$ cat src/rtl/fpnew_rob.sv
// Client-side reorder buffer for the FPU: issues requests with a local tag,
// captures out-of-order results and releases them to the client in issue order.
module fpnew_rob #(
    parameter int unsigned WIDTH     = 64,
    parameter int unsigned DEPTH     = 4,
    parameter int unsigned PAYLOAD_W = 256,
    parameter int unsigned TAG_W     = $clog2(DEPTH)
) (
    input  logic                 clk_i,
    input  logic                 rst_i,
    input  logic                 flush_i,
    input  logic                 req_valid_i,
    output logic                 req_ready_o,
    input  logic [PAYLOAD_W-1:0] req_payload_i,
    output logic                 fpu_valid_o,
    input  logic                 fpu_ready_i,
    output logic [PAYLOAD_W-1:0] fpu_payload_o,
    output logic [TAG_W-1:0]     fpu_tag_o,
    output logic                 fpu_flush_o,
    input  logic                 fpu_rsp_valid_i,
    output logic                 fpu_rsp_ready_o,
    input  logic [WIDTH-1:0]     fpu_result_i,
    input  logic [4:0]           fpu_status_i,
    input  logic [TAG_W-1:0]     fpu_tag_i,
    output logic                 rsp_valid_o,
    input  logic                 rsp_ready_i,
    output logic [WIDTH-1:0]     rsp_result_o,
    output logic [4:0]           rsp_status_o,
    output logic [TAG_W:0]       count_o,
    output logic                 busy_o,
    output logic                 tag_err_o
);

    localparam logic [TAG_W:0]   DEPTH_C = (TAG_W+1)'(DEPTH);
    localparam logic [DEPTH-1:0] ONEHOT0 = DEPTH'(1);

    logic [TAG_W-1:0] wptr_q, wptr_d, rptr_q, rptr_d, wptr_upd, rptr_upd;
    logic [TAG_W:0]   count_q, count_d, count_upd;
    logic [DEPTH-1:0] pending_q, pending_d, done_q, done_d, pending_upd, done_upd;
    logic [DEPTH-1:0] issue_mask, cap_mask, out_mask;
    logic             tag_err_q, tag_err_d;
    logic [WIDTH-1:0] result_q [DEPTH];
    logic [4:0]       status_q [DEPTH];
    logic             full_s, issue_s, capture_s, miss_s, out_s;

    // Issue path stays combinational; fpu_valid_o never looks at fpu_ready_i.
    assign full_s        = (count_q == DEPTH_C);
    assign fpu_valid_o   = req_valid_i & ~full_s & ~flush_i & ~rst_i;
    assign req_ready_o   = fpu_ready_i & ~full_s & ~flush_i & ~rst_i;
    assign fpu_payload_o = req_payload_i;
    assign fpu_tag_o     = wptr_q;
    assign fpu_flush_o   = flush_i;
    assign fpu_rsp_ready_o = 1'b1;

    assign rsp_valid_o  = done_q[rptr_q] & ~flush_i & ~rst_i;
    assign rsp_result_o = result_q[rptr_q];
    assign rsp_status_o = status_q[rptr_q];
    assign count_o      = count_q;
    assign busy_o       = (count_q != {(TAG_W+1){1'b0}});
    assign tag_err_o    = tag_err_q;

    assign issue_s   = fpu_valid_o & fpu_ready_i;
    assign capture_s = fpu_rsp_valid_i & ~flush_i & pending_q[fpu_tag_i];
    assign miss_s    = fpu_rsp_valid_i & ~flush_i & ~pending_q[fpu_tag_i];
    assign out_s     = rsp_valid_o & rsp_ready_i;

    assign issue_mask  = issue_s   ? (ONEHOT0 << wptr_q)    : {DEPTH{1'b0}};
    assign cap_mask    = capture_s ? (ONEHOT0 << fpu_tag_i) : {DEPTH{1'b0}};
    assign out_mask    = out_s     ? (ONEHOT0 << rptr_q)    : {DEPTH{1'b0}};
    assign pending_upd = (pending_q | issue_mask) & ~cap_mask;
    assign done_upd    = (done_q | cap_mask) & ~out_mask;
    assign wptr_upd    = wptr_q + TAG_W'(issue_s);
    assign rptr_upd    = rptr_q + TAG_W'(out_s);
    assign count_upd   = count_q + (TAG_W+1)'(issue_s) - (TAG_W+1)'(out_s);

    // Next-state selection: a flush drops every entry and rewinds both pointers.
    always_comb begin
        tag_err_d = tag_err_q | miss_s;
        if (flush_i) begin
            pending_d = {DEPTH{1'b0}};
            done_d    = {DEPTH{1'b0}};
            wptr_d    = {TAG_W{1'b0}};
            rptr_d    = {TAG_W{1'b0}};
            count_d   = {(TAG_W+1){1'b0}};
        end else begin
            pending_d = pending_upd;
            done_d    = done_upd;
            wptr_d    = wptr_upd;
            rptr_d    = rptr_upd;
            count_d   = count_upd;
        end
    end

    // Control state registers with synchronous reset.
    always_ff @(posedge clk_i) begin
        if (rst_i) begin
            pending_q <= {DEPTH{1'b0}};
            done_q    <= {DEPTH{1'b0}};
            wptr_q    <= {TAG_W{1'b0}};
            rptr_q    <= {TAG_W{1'b0}};
            count_q   <= {(TAG_W+1){1'b0}};
            tag_err_q <= 1'b0;
        end else begin
            pending_q <= pending_d;
            done_q    <= done_d;
            wptr_q    <= wptr_d;
            rptr_q    <= rptr_d;
            count_q   <= count_d;
            tag_err_q <= tag_err_d;
        end
    end

    // Result storage; validity is tracked by done_q so no reset is needed.
    always_ff @(posedge clk_i) begin
        if (capture_s) begin
            result_q[fpu_tag_i] <= fpu_result_i;
            status_q[fpu_tag_i] <= fpu_status_i;
        end
    end

endmodule

$ cat config.mk
export PLATFORM = sky130hd
export DESIGN_NAME = fpnew_rob
export DESIGN_NICKNAME = d
export VERILOG_FILES = /design/src/rtl/fpnew_rob.sv
export SDC_FILE = /design/constraint.sdc
export NUM_CORES = 1
export LEC_CHECK = 0
export CAP_MARGIN = 20
export CORE_AREA = 2 2 264 266
export CTS_BUF_LIST = sky130_fd_sc_hd__clkbuf_4 sky130_fd_sc_hd__clkbuf_8 sky130_fd_sc_hd__clkbuf_16
export DETAILED_ROUTE_END_ITERATION = 12
export DIE_AREA = 0 0 266 268
export PLACE_DENSITY_LB_ADDON = 0.25
export RECOVER_POWER = 50
export SLEW_MARGIN = 0
export SYNTH_ARGS = -nofsm -noshare
export SYNTH_HDL_FRONTEND = slang
export SYNTH_SLANG_ARGS = --single-unit
$ cat constraint.sdc
create_clock -name clk_i -period 7.6 [get_ports clk_i]
set_input_delay 0.76 -clock clk_i [delete_from_list [all_inputs] [get_ports clk_i]]
set_output_delay 0.76 -clock clk_i [all_outputs]
set_load 0.02 [all_outputs]
==> impl_metrics.json, run 1 <==
{
  "synth_xor_xnor_area_share_pct": 0.275,
  "core_area_um2": 68200,
  "hold_class": "flop to flop",
  "synth_top_area_share_pct": 65.1,
  "critPathCapture": "rsp_result_o[16]",
  "dp.cells": 1476,
  "peakVddDrop_mv": 0.157,
  "avgSynthCellArea_um2": 18.0,
  "endpoint_kind": "output port",
  "path_buf_inv": 2,
  "synth_top_family_by_area": "buffers and inverters",
  "p_per_area_nw_per_um2": 236,
  "yosysMostFrequentCell": "edfxtp_1",
  "synth.net_count": 1048,
  "wl_per_cell_um": 41.5,
  "r2r_start": "rptr_q[0]",
  "final_cells": 1540,
  "die_h_um": 268,
  "post_cts_buffers": 0,
  "cellLeakagePower_nw": 4.35,
  "final_util_pct": 21.3,
  "path_delay_family": "buffers and inverters",
  "r2r-end": "count_o[2]",
  "nets": 970,
  "synth-main-ff-cell": "edfxtp_1",
  "synthMuxAreaShare_pct": 12.6,
  "finalCriticalPeriod_ns": 4.20,
  "finalWorstSetupSlack_ns": 3.40,
  "skew_ns": 0.0120,
  "totalWireLength_mm": 63.9,
  "crit_required_ns": 6.84,
  "grt_pass1_vias": 6229,
  "critPathLaunchType": "flop",
  "drtAntennaViolNets": 0,
  "timing.reg2reg.setup_slack_ns": 4.53,
  "hold_buffers": 0,
  "area_delta_synth_final_pct": 14.2,
  "synth_area_leaders": "edfxtp_1 (65%), buf_4 (16%), mux4_2 (13%)",
  "yosys_warnings": 0,
  "ioPinCount": 671,
  "status": "completed",
  "initial_utilization_pct": 18.7,
  "worstPathCellList": "buf_4 -> mux4_2 -> clkdlybuf4s50_1",
  "synth_common_cells": "edfxtp_1 (276), buf_4 (265), mux4_2 (71)",
  "path_clk_slew_ns": 0.06,
  "syn_area_um2": 12700,
  "worst-path-max-fanout": 39,
  "grt_use_total_pct": 17.4,
  "rsz0062_at_grt": "false",
  "grt_max_degree": 58,
  "port_buffers": 157,
  "synth_top_area_cell": "edfxtp_1",
  "crit_cells": 3,
  "drt_first_pass_iters": 4,
  "antenna_found_initial": 14,
  "pre_cts_ws_ns": 3.75,
  "fmax_mhz": 238,
  "maxCapViolCount": 0,
  "ys_async_sr_fraction_pct": 0,
  "vias": 5853,
  "hold_viol_final": 0,
  "cts_sinks": 292,
  "ys_seq_elements": 292,
  "gp_congestion": 0.787,
  "drive_gt1_share_pct": 21.9,
  "drv_slew": 0,
  "cts_resized": 0,
  "ys_seq_area_share_pct": 67.6,
  "clockBufferDepth": 3,
  "clock_latency_ns": 0.53,
  "hpwl_mm": 52.2,
  "worst-setup-path-type": "flop to output port",
  "cts_max_level": 2,
  "cts_tree": "built",
  "startpoint": "rptr_q[0]",
  "synth.distinct_cells": 34,
  "fp-row-count": 96,
  "relSlewSlack_pct": 35.8,
  "setup_viol": 0,
  "synth-simple-area-share_pct": 1.54,
  "dr.first_iter.drc_count": 325,
  "die_x_um": 266,
  "critPathMaxStageDelay_ns": 0.84,
  "arrival_ns": 3.44,
  "cts_root_buffer": "clkbuf_16",
  "synth_edf_count": 276,
  "viasPerCell": 3.80,
  "grt_pass1_wl_mm": 77.7,
  "crit_slowest_cell": "dfxtp_4",
  "synth_compound_area_share_pct": 1.05,
  "grt.overflow.total": 0,
  "synthAdderAreaFrac_pct": 0.550,
  "die_area_um2": 71300,
  "tightest_slew_ns": 0.962,
  "finalCritPeriodShare_pct": 55.2,
  "reg2regPathDepth": 9,
  "fin_setup_tns_ns": 0,
  "power_mw": 3.43,
  "syn-instance-count": 709,
  "drc": 0,
  "cts_buffers": 35
}
[power by group]
group	internal [mW]	switching [mW]	leakage (nW)	total (mW)
clock	0.943	0.657	0.538	1.60
sequential	1.76	0.00104	2.61	1.76
combinational	0.0354	0.0336	1.20	0.0690
[layout by cell type (no fill, tap or decap), drive strengths merged, types with 6 or more instances in the layout]
cell type / Yosys / routed
clkbuf: 4 / 42
and3: 6 / 6
clkinv: 0 / 11
buf: 274 / 6
nor2: 6 / 6
mux4: 71 / 71
inv: 8 / 10
dlygate4sd3: 0 / 69
nand2: 6 / 6
edfxtp: 276 / 276
clkdlybuf4s50: 0 / 88
dfxtp: 16 / 16
[registers in the layout, indices dropped and copies added (netlist names)]
register   count
fpu_tag_o      2
done_q         4
tag_err_o      1
rptr_q         2
count_o        3
status_q      20
pending_q      4
result_q     256
[final cells by class]
type | instances | area, um^2
fill | 7111 | 53700
sequential | 292 | 8620
multi-input combinational | 131 | 2060
timing repair buffer | 163 | 1620
tap | 882 | 1100
clock buffer | 42 | 963
clock inverter | 18 | 139
inverter | 8 | 30.0
antenna | 4 | 10.0
[metrics by stage]
step	instance area (um^2)	hold WS, ns
after detailed placement	13400	0.444
after CTS	14500	0.457
final	14500	0.462
after floorplan	12700	0.433
after global routing	14500	0.494
after global placement	13400	0.436
[per-layer routing]
metal	routed length (um)	up-vias	GRT usage, %
met5	304	-	2.23
met4	1440	16	4.15
met3	19000	108	23.8
met2	28800	615	26.9
met1	14400	2837	11.8
li1	-	2277	-
[cells by family after synthesis]
family	after synthesis
XOR/XNOR	4
multiplexers	71
other	1
AO/OA/AOI/OAI	16
AND/OR/NAND/NOR	34
flip-flops	292
buffers and inverters	286
adder cells (fa/ha/maj)	5
[how the worst min path moves through the flow]
stage / cells after the start / to / slack [ns] / start
2_1_floorplan: 1 / done_q[1] / 0.43 / done_q[1]
5_1_grt: 2 / tag_err_o / 0.49 / tag_err_o
3_5_place_dp: 2 / tag_err_o / 0.44 / tag_err_o
4_1_cts: 2 / tag_err_o / 0.46 / tag_err_o
3_3_place_gp: 2 / tag_err_o / 0.44 / tag_err_o
6_report: 2 / tag_err_o / 0.46 / tag_err_o
[worst register-to-register path: cells and delay by family (launching register included)]
family,cells,cell delay [ns]
mux,1,0.63
buf+inv,1,0.04
simple gates,2,0.27
fa+ha+maj,3,0.87
xor+xnor,2,0.31
flops,1,0.84
Power figures use the tool's default switching activity.
==> run 2: changes to the inputs <==
Clock period 7.6 ns to 3.5 ns, I/O delays scaled along.
==> impl_metrics.json, run 2 (same netlist as run 1, synthesis figures left out) <==
{
  "nFillCells": 7103,
  "worst-setup-path-type": "flop to output port",
  "crit_required_ns": 3.15,
  "path_clk_slew_ns": 0.06,
  "path_delay_family": "buffers and inverters",
  "cts_max_level": 2,
  "tightest_slew_ns": 0.705,
  "drv_slew": 0,
  "finalCritPeriodShare_pct": 87.2,
  "ioPinCount": 671,
  "port_buffers": 157,
  "die_h_um": 268,
  "hold_buffers": 0,
  "nets": 975,
  "die_x_um": 266,
  "dr.first_iter.drc_count": 339,
  "top_regs": "result_q: 256 flops, status_q: 20 flops",
  "skew_ns": 0.00999,
  "area_delta_synth_final_pct": 15.4,
  "grt.overflow.total": 0,
  "clockBufferDepth": 3,
  "die_area_um2": 71300,
  "largest-register": "result_q",
  "cts_buffers": 34,
  "fin_setup_tns_ns": 0,
  "maxCapViolCount": 0,
  "path_buf_inv": 2,
  "finalCriticalPeriod_ns": 3.05,
  "worst-path-max-fanout": 72,
  "hold_viol_final": 0,
  "drt_first_pass_iters": 5,
  "worstPathCellList": "buf_12 -> mux4_2 -> clkdlybuf4s50_1",
  "crit_slowest_cell": "clkdlybuf4s50_1",
  "cts_resized": 0,
  "totalWireLength_mm": 64.6,
  "grt_max_degree": 75,
  "drtAntennaViolNets": 0,
  "grt_pass1_wl_mm": 78.5,
  "finalWorstSetupSlack_ns": 0.448,
  "grt_pass1_vias": 6090,
  "antenna_found_initial": 20,
  "endpoint_kind": "output port",
  "fp-row-count": 96,
  "post_cts_buffers": 0,
  "gp_congestion": 0.772,
  "pre_cts_ws_ns": 0.743,
  "arrival_ns": 2.70,
  "layout_commonest_cell": "edfxtp_1",
  "cts_sinks": 292,
  "p_per_area_nw_per_um2": 510,
  "status": "completed",
  "cellLeakagePower_nw": 4.41,
  "fmax_mhz": 328,
  "initial_utilization_pct": 18.7,
  "final_cell_mix": "edfxtp_1 (276), clkdlybuf4s50_1 (88), mux4_2 (71)",
  "relSlewSlack_pct": 53.0,
  "wl_per_cell_um": 41.8,
  "cts_root_buffer": "clkbuf_16",
  "drive_gt1_share_pct": 22.2,
  "core_area_um2": 68200,
  "critPathMaxStageDelay_ns": 0.65,
  "setup_viol": 0,
  "critPathLaunchType": "flop",
  "hold_class": "primary input to flop",
  "clock_latency_ns": 0.51,
  "largest_reg_flops": 256,
  "vias": 5890,
  "viasPerCell": 3.81,
  "rsz0062_at_grt": "false",
  "peakVddDrop_mv": 0.314,
  "drc": 0,
  "grt_use_total_pct": 17.5,
  "hpwl_mm": 53.0,
  "cts_tree": "built"
}
## run 2: where the power goes
part	switching, mW	internal (mW)
Sequential	0.00209	3.82
Combinational	0.0723	0.0777
Clock	1.38	2.14
## run 2: layout make-up
class	instances	area, um^2	area share [%]
well taps	882	1100	7.51
clock buffers	43	955	6.50
diodes	8	20.0	0.136
repair buffers	169	1770	12.1
inverters	8	30.0	0.204
multi-input cells	131	2060	14.0
flip-flops and latches	292	8620	58.6
clock inverters	14	144	0.979
## run 2: per-stage QoR
stage / power [mW] / utilization, % / area (um^2) / hold WS (ns) / cells
4_1_cts: 7.63 / 21.5 / 14700 / 0.398 / 1539
2_1_floorplan: 4.35 / - / 12700 / 0.419 / 709
6_report: 7.50 / 21.5 / 14700 / 0.427 / 1547
5_1_grt: 7.76 / 21.5 / 14700 / 0.455 / 1544
3_5_place_dp: 4.06 / 19.9 / 13600 / 0.444 / 1482
3_3_place_gp: 4.06 / 19.9 / 13600 / 0.435 / 1482
## run 2: path summary, 6_finish.rpt
check	startpoint	endpoint	slack, ns	cells past startpoint
setup / recovery	rptr_q[0]	rsp_result_o[16]	0.45	3
hold reg to reg	tag_err_o	tag_err_o	0.45	2
hold / removal	rst_i	tag_err_o	0.43	2
setup reg to reg	rptr_q[0]	count_o[2]	1.04	9
## run 2: routing by layer
| metal | track usage, % | routed length (um) | vias up |
|---|---|---|---|
| li1 | - | - | 2286 |
| met1 | 12.2 | 14700 | 2846 |
| met2 | 27.1 | 29000 | 629 |
| met3 | 23.5 | 19000 | 115 |
| met4 | 4.42 | 1670 | 14 |
| met5 | 2.09 | 258 | - |
